$ cat config.mk
export PLATFORM = sky130hd
export DESIGN_NAME = ps2_key_events
export DESIGN_NICKNAME = d
export VERILOG_FILES = /design/src/rtl/ps2_pkg.sv /design/src/rtl/ps2_evt_fifo.sv /design/src/rtl/ps2_key_events.sv
export SDC_FILE = /design/constraint.sdc
export NUM_CORES = 1
export LEC_CHECK = 0
export ABC_CLOCK_PERIOD_IN_PS = 5800
export CAP_MARGIN = 25
export CORE_MARGIN = 1
export CORE_UTILIZATION = 43
export DETAILED_ROUTE_END_ITERATION = 16
export PLACE_DENSITY = 0.68
export SETUP_SLACK_MARGIN = 0.5
export SLEW_MARGIN = 15
export SYNTH_ARGS = -nofsm -noshare
export SYNTH_HDL_FRONTEND = slang
export SYNTH_HIERARCHICAL = 1
export SYNTH_SLANG_ARGS = --single-unit
$ cat constraint.sdc
create_clock -name clk -period 5.8 [get_ports clk]
set_input_delay 1.16 -clock clk [delete_from_list [all_inputs] [get_ports clk]]
set_output_delay 1.16 -clock clk [all_outputs]
set_load 0.01 [all_outputs]
$ cat src/rtl/ps2_pkg.sv
// rtl/ps2_pkg.sv - shared constants, FSM encoding and scancode-to-ASCII map for ps2_key_events
package ps2_pkg;

    localparam logic [7:0] SC_EXT = 8'hE0;
    localparam logic [7:0] SC_BRK = 8'hF0;

    localparam int EVT_W         = 18;
    localparam int EVT_BRK_BIT   = 17;
    localparam int EVT_EXT_BIT   = 16;
    localparam int EVT_CODE_LSB  = 8;
    localparam int EVT_ASCII_LSB = 0;

    typedef enum logic [1:0] {
        ST_IDLE    = 2'd0,
        ST_EXT     = 2'd1,
        ST_BRK     = 2'd2,
        ST_EXT_BRK = 2'd3
    } ps2_state_t;

    // Keyboard status/ack bytes that must never become key events outside a prefix.
    function automatic logic is_discard(input logic [7:0] code);
        return (code == 8'hE1) || (code == 8'hFA) || (code == 8'hAA) || (code == 8'hEE) ||
               (code == 8'hFE) || (code == 8'h00) || (code == 8'hFF);
    endfunction

    function automatic logic [7:0] sc_to_ascii(input logic [7:0] code, input logic ext);
        logic [7:0] a;
        a = 8'h00;
        if (!ext) begin
            case (code)
                8'h1C: a = 8'h61; 8'h32: a = 8'h62; 8'h21: a = 8'h63; 8'h23: a = 8'h64;
                8'h24: a = 8'h65; 8'h2B: a = 8'h66; 8'h34: a = 8'h67; 8'h33: a = 8'h68;
                8'h43: a = 8'h69; 8'h3B: a = 8'h6A; 8'h42: a = 8'h6B; 8'h4B: a = 8'h6C;
                8'h3A: a = 8'h6D; 8'h31: a = 8'h6E; 8'h44: a = 8'h6F; 8'h4D: a = 8'h70;
                8'h15: a = 8'h71; 8'h2D: a = 8'h72; 8'h1B: a = 8'h73; 8'h2C: a = 8'h74;
                8'h3C: a = 8'h75; 8'h2A: a = 8'h76; 8'h1D: a = 8'h77; 8'h22: a = 8'h78;
                8'h35: a = 8'h79; 8'h1A: a = 8'h7A;
                8'h16: a = 8'h31; 8'h1E: a = 8'h32; 8'h26: a = 8'h33; 8'h25: a = 8'h34;
                8'h2E: a = 8'h35; 8'h36: a = 8'h36; 8'h3D: a = 8'h37; 8'h3E: a = 8'h38;
                8'h46: a = 8'h39; 8'h45: a = 8'h30;
                8'h70: a = 8'h30; 8'h69: a = 8'h31; 8'h72: a = 8'h32; 8'h7A: a = 8'h33;
                8'h6B: a = 8'h34; 8'h73: a = 8'h35; 8'h74: a = 8'h36; 8'h6C: a = 8'h37;
                8'h75: a = 8'h38; 8'h7D: a = 8'h39;
                8'h29: a = 8'h20; 8'h5A: a = 8'h0D; 8'h66: a = 8'h08;
                default: a = 8'h00;
            endcase
        end
        return a;
    endfunction

endpackage

$ cat src/rtl/ps2_evt_fifo.sv
// rtl/ps2_evt_fifo.sv - synchronous show-ahead event FIFO with simultaneous push/pop
module ps2_evt_fifo #(
    parameter int DEPTH = 8,
    parameter int WIDTH = 18
) (
    input  logic             clk,
    input  logic             resetn,
    input  logic             push,
    input  logic [WIDTH-1:0] push_data,
    input  logic             pop,
    output logic             head_valid,
    output logic [WIDTH-1:0] head_data,
    output logic             full
);

    localparam int AW = $clog2(DEPTH);
    localparam logic [AW:0] FULL_CNT = (AW + 1)'(DEPTH);

    logic [WIDTH-1:0] mem [DEPTH];
    logic [AW-1:0]    wr_ptr;
    logic [AW-1:0]    rd_ptr;
    logic [AW:0]      count;
    logic [WIDTH-1:0] last_q;
    logic             do_pop;
    logic             do_push;

    assign head_valid = (count != '0);
    assign full       = (count == FULL_CNT);
    assign do_pop     = pop && head_valid;
    // A pop on the same edge frees the slot, so a full FIFO still accepts.
    assign do_push    = push && (!full || do_pop);
    // Once drained, keep presenting the last word the consumer took.
    assign head_data  = head_valid ? mem[rd_ptr] : last_q;

    always_ff @(posedge clk) begin
        if (do_push) begin
            mem[wr_ptr] <= push_data;
        end
    end

    always_ff @(posedge clk) begin
        if (!resetn) begin
            wr_ptr <= '0;
            rd_ptr <= '0;
            count  <= '0;
            last_q <= '0;
        end else begin
            if (do_push) begin
                wr_ptr <= wr_ptr + 1'b1;
            end
            if (do_pop) begin
                rd_ptr <= rd_ptr + 1'b1;
                last_q <= mem[rd_ptr];
            end
            case ({do_push, do_pop})
                2'b10:   count <= count + 1'b1;
                2'b01:   count <= count - 1'b1;
                default: count <= count;
            endcase
        end
    end

endmodule

$ cat src/rtl/ps2_key_events.sv
// rtl/ps2_key_events.sv - PS/2 scancode stream to queued make/break key events
module ps2_key_events
    import ps2_pkg::*;
#(
    parameter int FIFO_DEPTH = 8
) (
    input  logic             clk,
    input  logic             resetn,
    input  logic             in_valid,
    input  logic [7:0]       in_data,
    output logic             evt_valid,
    input  logic             evt_ready,
    output logic [EVT_W-1:0] evt_data,
    output logic             held,
    output logic [7:0]       held_code,
    output logic [7:0]       held_ascii,
    output logic [7:0]       press_cnt,
    output logic             overflow
);

    ps2_state_t       state;
    logic             held_ext;
    logic             is_prefix;
    logic             ext_st;
    logic             brk_st;
    logic             is_key;
    logic             same_key;
    logic             evt_push;
    logic             evt_pop;
    logic             fifo_full;
    logic [7:0]       key_ascii;
    logic [EVT_W-1:0] evt_word;

    always_comb begin
        is_prefix = (in_data == SC_EXT) || (in_data == SC_BRK);
        ext_st    = (state == ST_EXT) || (state == ST_EXT_BRK);
        brk_st    = (state == ST_BRK) || (state == ST_EXT_BRK);
        is_key    = in_valid && !is_prefix && !((state == ST_IDLE) && is_discard(in_data));
        same_key  = held && (in_data == held_code) && (ext_st == held_ext);
        key_ascii = sc_to_ascii(in_data, ext_st);
        // Breaks are always reported; a make of the held key is a typematic repeat.
        evt_push  = is_key && (brk_st || !same_key);
        evt_word  = '0;
        evt_word[EVT_BRK_BIT]                    = brk_st;
        evt_word[EVT_EXT_BIT]                    = ext_st;
        evt_word[EVT_CODE_LSB +: 8]              = in_data;
        evt_word[EVT_ASCII_LSB +: 8]             = key_ascii;
    end

    assign evt_pop = evt_valid && evt_ready;

    always_ff @(posedge clk) begin
        if (!resetn) begin
            state      <= ST_IDLE;
            held       <= 1'b0;
            held_ext   <= 1'b0;
            held_code  <= 8'h00;
            held_ascii <= 8'h00;
            press_cnt  <= 8'h00;
            overflow   <= 1'b0;
        end else if (in_valid) begin
            if (in_data == SC_EXT) begin
                state <= (state == ST_IDLE || state == ST_EXT) ? ST_EXT : ST_EXT_BRK;
            end else if (in_data == SC_BRK) begin
                state <= (state == ST_IDLE || state == ST_BRK) ? ST_BRK : ST_EXT_BRK;
            end else if (is_key) begin
                state <= ST_IDLE;
                if (brk_st) begin
                    if (same_key) begin
                        held       <= 1'b0;
                        held_ext   <= 1'b0;
                        held_code  <= 8'h00;
                        held_ascii <= 8'h00;
                    end
                end else if (!same_key) begin
                    held       <= 1'b1;
                    held_ext   <= ext_st;
                    held_code  <= in_data;
                    held_ascii <= key_ascii;
                    if (press_cnt[3:0] == 4'd9) begin
                        press_cnt[3:0] <= 4'd0;
                        press_cnt[7:4] <= (press_cnt[7:4] == 4'd9) ? 4'd0 : press_cnt[7:4] + 4'd1;
                    end else begin
                        press_cnt[3:0] <= press_cnt[3:0] + 4'd1;
                    end
                end
            end
            if (evt_push && fifo_full && !evt_pop) begin
                overflow <= 1'b1;
            end
        end
    end

    ps2_evt_fifo #(
        .DEPTH (FIFO_DEPTH),
        .WIDTH (EVT_W)
    ) u_fifo (
        .clk        (clk),
        .resetn     (resetn),
        .push       (evt_push),
        .push_data  (evt_word),
        .pop        (evt_pop),
        .head_valid (evt_valid),
        .head_data  (evt_data),
        .full       (fifo_full)
    );

endmodule

==> summary.txt <==
I/O pin cnt -> 57
Sink Count -> 203
Yosys top cell by area -> edfxtp_1
Setup TNS -> 0 ns
Mean post-synth cell area -> 12.9 µm²
Post-CTS sizing -> 0
H-tree levels -> 1
CTS clock-pin slew for the worst setup and hold paths -> 0.06 ns
Fraction of layout cells with a size suffix above 1 -> 0.153
DR pass1 iterations -> 5
Crit path launch type -> flip-flop
Critical path's largest stage delay -> 0.84 ns
Gate power share -> 0.267
Row count -> 53
Kind of critical path -> reg2out
Final period util -> 0.789
Diodes inserted -> 0
CTS hold repair buffers -> 0
Largest net degree at the start of global routing -> 45
Nets -> 816
Critical path's top delay family -> multiplexers
Fin cells -> 1081
Final WL -> 20.4 mm
Post-synthesis sequential area ratio -> 0.591
Startpoint of the worst register-to-register path -> state[0]
Die span in y -> 149 µm
Worst Path Buf+Inv -> 2
Max Fanout on Critical Path -> 22
Fillers -> 1797
Fmax -> 219 MHz
R2r setup slk -> 2.50 ns
# DRC -> 0
Root buf cell -> clkbuf_16
GRT Overall Usage -> 0.189
Leading register cell type out of synthesis -> edfxtp_1
Inserted Clock Buffers -> 23
Initial antenna violation count -> 0
Synthesized flop and latch total -> 203
Post-CTS setup buffers -> 0
Post-synthesis cell count -> 722
Reg2reg path depth -> 15
Pwr per Cell Area -> 383 nW/µm²
EDFF count, synth -> 144
FF-to-FF End -> u_fifo/count[3]
Grt ovf -> 0
Final Max Tran Viols -> 0
Power share of the clock group -> 0.325
Number of routed nets with antenna violations -> 0
Initial drt markers -> 440
Distinct cells, synth -> 68
LEAKAGE -> 3.75 nW
Ys Warns -> 6
Psw -> 1.22 mW
RSZ-0062 raised after global routing -> false
Hold slack -> 0.452 ns
Sw frac -> 0.292
Worst vdd ir -> 0.231 mV
Avg WL per Cell -> 18.9 µm
Worst-Skew Late Latency -> 0.51 ns
Tmin final -> 4.58 ns
Total core area -> 21200 µm²
Most frequent cells in the layout -> edfxtp_1, nor2_1, dfxtp_1
Crit end category -> output port
Final hold vios -> 0
Gp weighted congestion -> 0.901
HP Class -> reg2reg
Ys async rst share -> 0
Final HPWL DP -> 12.8 mm
Actual slew at the worst max-slew pin -> 0.788 ns
Vias in the first global route -> 5835
Width of the chip -> 149 µm
DR vias -> 6068
First-pass GRT wire length -> 32.4 mm
Outcome -> finished, final reports clean
Clock Tree Buf Depth -> 3
Port bufs -> 55
Worst-path cell with the longest stage delay -> dfxtp_2
CP cell instances -> buf_4 -> mux4_2 -> mux2i_1 -> a21oi_1 -> clkdlybuf4s50_1
Initial core utilization -> 0.440
Max-cap violations -> 0
Die area -> 22200 µm²
Crit. path cell count -> 5
Relative slew slack -> 0.475
CTS tree -> yes
DR vias/cell -> 5.61
Int Pwr -> 2.96 mW
Required @ worst endpoint -> 4.64 ns
Area grow syn2layout -> 17.4%
Register share of total power -> 0.408
Top cell type's share of synthesized area -> 0.465
Syn Std Cell Area -> 9310 µm²
Placed Instances -> 1038
# setup viols final -> 0
Commonest non-fill, non-tap cell in the layout -> edfxtp_1
Arr. time, crit path -> 3.42 ns
Layout Skew -> 0.00598 ns
Synth top area cells -> edfxtp_1, dfxtp_1, mux4_2
Crit path capture -> evt_data[8]
[tightest hold or removal path: cells and delay by family, from the launching register on]
family,cells,cell delay [ns]
compound gates,1,0.04
flops,1,0.32
simple gates,1,0.06
[synthesized netlist by cell type (2+ instances only)]
| cell type | number |
|---|---|
| or4_1 | 8 |
| buf_4 | 5 |
| nor2_1 | 58 |
| nand4_1 | 3 |
| o211ai_1 | 5 |
| and3_1 | 10 |
| a21oi_1 | 48 |
| xor2_1 | 16 |
| nand2_1 | 54 |
| o32ai_1 | 4 |
| nand2b_1 | 10 |
| nand3b_1 | 5 |
| o21ai_2 | 11 |
| a22oi_1 | 3 |
| ha_1 | 14 |
| inv_1 | 15 |
| clkbuf_1 | 21 |
| edfxtp_1 | 144 |
| o22ai_1 | 5 |
| nor3b_1 | 2 |
| o21ai_0 | 27 |
| a31o_1 | 4 |
| a211oi_1 | 6 |
| nor2b_1 | 14 |
| mux2i_1 | 23 |
| o31ai_1 | 7 |
| or3_1 | 6 |
| nor4_1 | 4 |
| buf_1 | 4 |
| and2_1 | 7 |
| dfxtp_1 | 59 |
| xnor2_1 | 4 |
| a31oi_1 | 4 |
| a31o_2 | 2 |
| buf_6 | 5 |
| nor3_1 | 14 |
| o21ai_1 | 2 |
| buf_2 | 12 |
| nand3_1 | 11 |
| o211a_1 | 3 |
| mux4_2 | 36 |
[sequential cells by signal (all words and copies together), names as in the netlist, named ones only]
signal and count:
u_fifo/mem 144, u_fifo/last_q 18, held_code 8, press_cnt 8, held_ascii 7, u_fifo/count 4
u_fifo/rd_ptr 3, u_fifo/wr_ptr 3, state 2, held 1, held_ext 1, overflow 1
[area by class of cell]
cell class | count | area, µm² | area share
clock buffer | 38 | 673 | 0.0616
clock inverter | 4 | 38.8 | 0.00355
multi-input combinational | 465 | 3560 | 0.326
timing repair buffer | 81 | 743 | 0.0680
inverter | 15 | 56.3 | 0.00515
sequential | 203 | 5510 | 0.504
tap | 275 | 344 | 0.0315
[layer usage]
layer	wire (µm)	share of wire	GRT usage	vias up
met5	0	0	0	-
met4	534	0.026	0.0566	0
met3	1080	0.053	0.0287	41
met2	9440	0.46	0.305	190
met1	9360	0.46	0.265	2975
li1	-	-	-	2862
[power by group through the flow]
| stage | logic [mW] | clock network [mW] | registers (mW) |
|---|---|---|---|
| after floorplan | 0.668 | 0 | 1.72 |
| after global placement | 1.12 | 0 | 1.74 |
| after detailed placement | 1.13 | 0 | 1.74 |
| after CTS | 1.13 | 1.39 | 1.71 |
| after global routing | 1.22 | 1.45 | 1.72 |
| final | 1.12 | 1.36 | 1.71 |
[worst min path at each step]
stage	startpoint	endpoint	slack, ns	depth (start not counted)
floorplan	u_fifo/last_q[10]	u_fifo/last_q[10]	0.43	2
global placement	u_fifo/last_q[10]	u_fifo/last_q[10]	0.43	2
detailed placement	u_fifo/last_q[13]	u_fifo/last_q[13]	0.44	2
CTS	u_fifo/last_q[13]	u_fifo/last_q[13]	0.46	2
global route	u_fifo/last_q[2]	u_fifo/last_q[2]	0.47	2
finish	u_fifo/last_q[0]	u_fifo/last_q[0]	0.45	2
[cell families after synthesis]
logic type | count (synthesis) | share of synthesized area
DFF | 203 | 0.591
other | 1 | 0.000403
xor gates and xnor gates | 20 | 0.0188
and+or+nand+nor | 215 | 0.117
adders and majority gates | 15 | 0.0210
muxes | 60 | 0.113
AOI/OAI and AO/OA | 146 | 0.106
buffers and inverters | 62 | 0.0327
[per-stage QoR]
stage	total power [mW]	area [µm²]	worst slack [ns]	utilization
final	4.19	10900	1.22	0.516
after floorplan	2.39	9340	0.709	-
after global routing	4.39	10900	0.970	0.516
after detailed placement	2.87	10200	0.715	0.483
after global placement	2.85	10200	0.812	0.483
after CTS	4.23	10900	1.18	0.516
No activity file was read; power rests on OpenSTA's default activity.
